--- src/rtl/onehot_qual_reg_pkg.sv ---
// rtl/onehot_qual_reg_pkg.sv - shared widths and FSM state encoding for onehot_qual_reg
// Contents: DEC_W (one-hot bus width), ENC_W (encoded index width), state_e (WAIT/QUAL/LOCK).
package onehot_qual_reg_pkg;

  localparam int DEC_W = 8;
  localparam int ENC_W = 3;

  typedef enum logic [1:0] {
    ST_WAIT = 2'd0,
    ST_QUAL = 2'd1,
    ST_LOCK = 2'd2
  } state_e;

endpackage

--- src/rtl/onehot_qual_reg_enc8.sv ---
// rtl/onehot_qual_reg_enc8.sv - combinational 8-bit one-hot to 3-bit index encoder with legality flag
// Ports:
//   onehot_i  in   DEC_W  word to encode
//   idx_o     out  ENC_W  index of the set bit (highest set bit if multi-hot, 0 if none)
//   legal_o   out  1      exactly one bit set
module onehot_qual_reg_enc8
  import onehot_qual_reg_pkg::*;
(
  input  logic [DEC_W-1:0] onehot_i,
  output logic [ENC_W-1:0] idx_o,
  output logic             legal_o
);

  always_comb begin
    idx_o = '0;
    for (int i = 0; i < DEC_W; i++) begin
      if (onehot_i[i]) idx_o = ENC_W'(i);
    end
  end

  // Non-zero with no second bit set: clearing the lowest set bit leaves zero.
  assign legal_o = (onehot_i != '0) && ((onehot_i & (onehot_i - DEC_W'(1))) == '0);

endmodule

--- src/rtl/onehot_qual_reg.sv ---
// rtl/onehot_qual_reg.sv - synchronise, qualify and hold the decoder's one-hot word
// Ports:
//   sys_clk     in   1      clock, all logic on rising edge
//   sys_rst     in   1      synchronous active-high reset
//   dec_in      in   DEC_W  one-hot word, asynchronous to sys_clk
//   onehot_out  out  DEC_W  last locked word
//   code_out    out  ENC_W  binary index of onehot_out
//   valid       out  1      a word has locked since reset
//   chg_pulse   out  1      one cycle when a lock changes the held word
//   chg_cnt     out  CNT_W  saturating count of chg_pulse events
//   err         out  1      one cycle per illegal sample after warm-up
module onehot_qual_reg
  import onehot_qual_reg_pkg::*;
#(
  parameter int STABLE_CNT = 4,
  parameter int CNT_W      = 8
) (
  input  logic             sys_clk,
  input  logic             sys_rst,
  input  logic [DEC_W-1:0] dec_in,
  output logic [DEC_W-1:0] onehot_out,
  output logic [ENC_W-1:0] code_out,
  output logic             valid,
  output logic             chg_pulse,
  output logic [CNT_W-1:0] chg_cnt,
  output logic             err
);

  localparam int QW = $clog2(STABLE_CNT + 1);

  logic [DEC_W-1:0] s1_q, s2_q;
  state_e           state_q, state_d;
  logic [DEC_W-1:0] cand_q, cand_d;
  logic [QW-1:0]    cnt_q, cnt_d;
  logic [DEC_W-1:0] onehot_q, onehot_d;
  logic [ENC_W-1:0] code_q, code_d;
  logic             valid_q, valid_d;
  logic             pulse_q, pulse_d;
  logic [CNT_W-1:0] chg_cnt_q, chg_cnt_d;
  logic             err_q, err_d;
  logic [1:0]       warm_q, warm_d;
  logic             lock;
  logic [ENC_W-1:0] s2_idx;
  logic             s2_legal;

  onehot_qual_reg_enc8 u_enc (
    .onehot_i (s2_q),
    .idx_o    (s2_idx),
    .legal_o  (s2_legal)
  );

  always_comb begin
    state_d   = state_q;
    cand_d    = cand_q;
    cnt_d     = cnt_q;
    onehot_d  = onehot_q;
    code_d    = code_q;
    valid_d   = valid_q;
    pulse_d   = 1'b0;
    chg_cnt_d = chg_cnt_q;
    lock      = 1'b0;

    case (state_q)
      ST_WAIT: begin
        if (s2_legal) begin
          cand_d  = s2_q;
          cnt_d   = QW'(1);
          state_d = ST_QUAL;
        end
      end
      ST_QUAL: begin
        // cand is always legal, so a match implies a legal sample.
        if (s2_q == cand_q) begin
          if (cnt_q == QW'(STABLE_CNT - 1)) begin
            lock    = 1'b1;
            cnt_d   = '0;
            state_d = ST_LOCK;
          end else begin
            cnt_d = cnt_q + QW'(1);
          end
        end else if (s2_legal) begin
          cand_d = s2_q;
          cnt_d  = QW'(1);
        end else begin
          cnt_d   = '0;
          state_d = ST_WAIT;
        end
      end
      ST_LOCK: begin
        if (s2_q != onehot_q) begin
          if (s2_legal) begin
            cand_d  = s2_q;
            cnt_d   = QW'(1);
            state_d = ST_QUAL;
          end else begin
            cnt_d   = '0;
            state_d = ST_WAIT;
          end
        end
      end
      default: begin
        cnt_d   = '0;
        state_d = ST_WAIT;
      end
    endcase

    if (lock) begin
      onehot_d = cand_q;
      // On the lock edge s2 equals cand, so the s2 encoder gives cand's index.
      code_d   = s2_idx;
      valid_d  = 1'b1;
      pulse_d  = (cand_q != onehot_q) || !valid_q;
      if (pulse_d && (chg_cnt_q != '1)) chg_cnt_d = chg_cnt_q + CNT_W'(1);
    end
  end

  // Two edges after reset release s2 still carries the reset zeros; hide them from err.
  always_comb begin
    warm_d = (warm_q == 2'd2) ? warm_q : warm_q + 2'd1;
    err_d  = !s2_legal && (warm_q == 2'd2);
  end

  always_ff @(posedge sys_clk) begin
    if (sys_rst) begin
      s1_q      <= '0;
      s2_q      <= '0;
      state_q   <= ST_WAIT;
      cand_q    <= '0;
      cnt_q     <= '0;
      onehot_q  <= '0;
      code_q    <= '0;
      valid_q   <= 1'b0;
      pulse_q   <= 1'b0;
      chg_cnt_q <= '0;
      err_q     <= 1'b0;
      warm_q    <= '0;
    end else begin
      s1_q      <= dec_in;
      s2_q      <= s1_q;
      state_q   <= state_d;
      cand_q    <= cand_d;
      cnt_q     <= cnt_d;
      onehot_q  <= onehot_d;
      code_q    <= code_d;
      valid_q   <= valid_d;
      pulse_q   <= pulse_d;
      chg_cnt_q <= chg_cnt_d;
      err_q     <= err_d;
      warm_q    <= warm_d;
    end
  end

  assign onehot_out = onehot_q;
  assign code_out   = code_q;
  assign valid      = valid_q;
  assign chg_pulse  = pulse_q;
  assign chg_cnt    = chg_cnt_q;
  assign err        = err_q;

endmodule

--- config.mk ---
export PLATFORM = sky130hd
export DESIGN_NAME = onehot_qual_reg
export DESIGN_NICKNAME = d
export VERILOG_FILES = /design/src/rtl/onehot_qual_reg_pkg.sv /design/src/rtl/onehot_qual_reg_enc8.sv /design/src/rtl/onehot_qual_reg.sv
export SDC_FILE = /design/constraint.sdc
export NUM_CORES = 1
export LEC_CHECK = 0
export CORE_MARGIN = 2
export CORE_UTILIZATION = 55
export DETAILED_ROUTE_END_ITERATION = 7
export PLACE_DENSITY = 0.82
export SLEW_MARGIN = 20
export SYNTH_ARGS = -nofsm -noshare
export SYNTH_HDL_FRONTEND = slang
export SYNTH_SLANG_ARGS = --single-unit
--- constraint.sdc ---
create_clock -name sys_clk -period 5.7 [get_ports sys_clk]
set_clock_uncertainty 0.1 [all_clocks]
set_input_delay 0.57 -clock sys_clk [delete_from_list [all_inputs] [get_ports sys_clk]]
set_output_delay 0.57 -clock sys_clk [all_outputs]
set_load 0.005 [all_outputs]
==> results.yml <==
outcome:
  status: "finished clean"
timing:
  worst_pin_slew_ps: 618
  period_needed_ps: 2780
  max_slew_margin_pct: 58.5
  hold_violations: 0
  setup_viol: 0
  finalMaxSlewViolations: 0
  max_clock_freq_mhz: 359
  rsz0062_at_grt: "no"
  finalSetupTns_ps: 0
  fin_crit_sh_pct: 48.8
placement:
  hpwlAfterDp_mm: 3.13
  place.gp.congestion: 0.865
  port_buffers: 31
  dpl-instance-area_um2: 2760
yosys:
  synthesis.nets: 277
  avgSynthCellArea_um2: 9.34
  synth-seq-cells: 53
  yosysWarnings: 0
  synthTopCellsByArea: "dfxtp_1 (43%), mux2i_1 (7.7%), xnor2_1 (7.5%)"
  yosysSeqAreaShare_pct: 43.0
  netlist.top_cell.by_area: "dfxtp_1"
  netlist_area_um2: 2470
  syn_inst: 264
  yosys.area.top_type_share_pct: 43.0
  ys_types: 38
clock_tree:
  post_cts_resized: 0
  cts.sinks: 53
  clkTransAtPathRegs_ps: 90
  clk_latency_ps: 310
  cts_buffers: 5
  cts_setup_buffers: 0
  clockBufferDepth: 2
  htreeDepth: 2
  cts_hold_buf: 0
  cts_tree: "done"
  cts-root-buf: "clkbuf_8"
setup_path:
  endpoint_kind: "flop"
  reg2reg_to: "chg_cnt[7]$_SDFFE_PP0P_"
  worstPathMaxFanout: 13
  cp.required_ps: 5800
  criticalPathCategory: "flop to flop"
  reg2reg_slack_ps: 2920
  critPathLaunchType: "flop"
  worstRegToRegCells: 7
  rr_startpoint: "s2_q[5]$_SDFF_PP0_"
  crit_arrival_ps: 2890
global_route:
  antenna_found_initial: 0
  grt-ovfl-total: 0
  grt_pass1_vias: 1670
  grt_max_degree: 44
  grt_pass1_wl_mm: 7.60
  grt_usage_pct: 19.2
pwr:
  vdd_drop_max_uv: 181
  p_per_area_nw_per_um2: 255
  power.leakage_uw: 0.00110
finish:
  drive_gt1_share_pct: 7.27
  syn2layout_area_growth_pct: 15.9
  final_area_um2: 2860
  multiInputGateArea_um2: 1270
  layout.nets: 301
  regArea_um2: 1060
  diodes: 0
  n_fill_cell: 360
floorplanning:
  die_y_um: 71.0
  die_w_um: 71.0
  core_um2: 4320
  std_cell_rows: 24
  io_pins: 32
  die_area_um2: 5040
  start_util_pct: 57.0
drt:
  wl_per_cell_um: 12.9
  via_count: 1816
  drc: 0
  firstDrtPassIters: 4
  wirelength_mm: 4.39
  drt_iter0_drc: 123
  antenna_left: 0
  viasPerCell: 5.33
min_path:
  holdPathStages: 2
  hold_end: "cnt_q[2]$_SDFFE_PP0P_"
  min_path_type: "flop to flop"
  min_from: "cnt_q[2]$_SDFFE_PP0P_"
run:
  drv_cap: 0
[placed cells by master, fill, tap and decap left out, types with 2 or more instances in the layout]
master / Yosys / layout
ha_1: 3 / 3
inv_1: 9 / 9
nor4_2: 3 / 3
nor2_1: 30 / 30
mux2i_1: 19 / 19
o21ai_1: 2 / 2
buf_4: 1 / 2
a21oi_1: 11 / 11
and3_1: 2 / 2
clkdlybuf4s50_1: 0 / 31
nor4b_1: 2 / 2
o21ai_0: 2 / 2
dfxtp_1: 53 / 53
nand2b_1: 3 / 3
xor2_1: 9 / 9
nor4_4: 2 / 2
nor3_1: 10 / 10
nor4_1: 2 / 2
nand2_1: 24 / 24
nand3_1: 4 / 4
nand4_1: 6 / 6
nor2b_1: 17 / 17
xnor2_1: 21 / 21
a31oi_1: 2 / 2
clkbuf_8: 0 / 7
[synth_stat cells, drive strengths merged]
cell and number:
dfxtp 53, nor2 31, nand2 24, xnor2 21
mux2i 19, nor2b 17, a21oi 11, nor3 11
xor2 10, buf 9, inv 9, clkbuf 7
nor4 7, nand4 6, o21ai 5, nand3 4
ha 3, nand2b 3, a31oi 2, and3 2
nor4b 2, a211oi 1, a31o 1, and2 1
and4 1, mux2 1, o221a 1, o31ai 1
or4 1
[layout make-up]
class | count | area share [%]
Multi-Input combinational cell | 186 | 44.5
Inverter | 9 | 1.18
Clock inverter | 1 | 0.175
Timing Repair Buffer | 33 | 11.4
Tap cell | 52 | 2.28
Clock buffer | 7 | 3.37
Sequential cell | 53 | 37.1
[cells by family (layout without fill, tap and decap cells)]
| kind of cell | count (synthesis) | after routing | synth area share (%) |
|---|---|---|---|
| mux | 20 | 20 | 8.17 |
| xor+xnor | 31 | 31 | 11.3 |
| simple gates | 110 | 110 | 24.2 |
| compound gates | 22 | 22 | 6.39 |
| buf+inv | 25 | 50 | 5.38 |
| flops | 53 | 53 | 43.0 |
| fa+ha+maj | 3 | 3 | 1.52 |
[per-layer routing]
metal / track usage (%) / vias to the layer above / share of wire (%)
met4: 6.71 / 0 / 1.6
li1: - / 925 / -
met5: 0 / - / 0
met1: 25.6 / 840 / 46
met2: 30.3 / 44 / 48
met3: 4.99 / 7 / 5.1
[stage by stage]
step | std cells | setup slack, ps | power (uW) | hold slack [ps] | util [%]
2_1_floorplan | 264 | 3740 | 487 | 312 | -
3_3_place_gp | 333 | 3000 | 505 | 318 | 63.8
3_5_place_dp | 333 | 2940 | 510 | 320 | 63.8
4_1_cts | 341 | 2940 | 735 | 338 | 66.1
5_1_grt | 341 | 2730 | 769 | 361 | 66.1
6_report | 341 | 2920 | 728 | 336 | 66.1
[critical path, cell delays in order, from the launching register on]
cell,delay (ps)
dfxtp_1,540
xor2_1,130
nor4_2,370
nand4_1,440
buf_4,380
nor2_2,260
nand4_1,140
mux2_1,320
[flip-flops by register name (all words and copies together), names as in the netlist]
name and flops:
chg_pulse 1, warm_q 2, s1_q 8, cnt_q 3, chg_cnt 8, s2_q 8
cand_q 8, onehot_out 8, code_out 3, err 1, state_q 2, valid 1
[power breakdown]
group / switching, uW / leakage, uW / internal (uW) / total (uW)
combinational: 51.5 / 0.000615 / 45.7 / 97.1
clock: 117 / 0.0000542 / 110 / 227
sequential: 16.0 / 0.000432 / 388 / 404
total: 184 / 0.00110 / 543 / 728
[worst max path at each step]
| stage | cells past startpoint | endpoint | start |
|---|---|---|---|
| 2_1_floorplan | 7 | chg_cnt[7]$_SDFFE_PP0P_ | s2_q[3]$_SDFF_PP0_ |
| 5_1_grt | 7 | chg_cnt[7]$_SDFFE_PP0P_ | s2_q[5]$_SDFF_PP0_ |
| 4_1_cts | 7 | chg_cnt[7]$_SDFFE_PP0P_ | s2_q[5]$_SDFF_PP0_ |
| 6_report | 7 | chg_cnt[7]$_SDFFE_PP0P_ | s2_q[5]$_SDFF_PP0_ |
| 3_3_place_gp | 7 | chg_cnt[7]$_SDFFE_PP0P_ | s2_q[3]$_SDFF_PP0_ |
| 3_5_place_dp | 7 | chg_cnt[7]$_SDFFE_PP0P_ | s2_q[5]$_SDFF_PP0_ |
(Power assumes the default switching activity.)
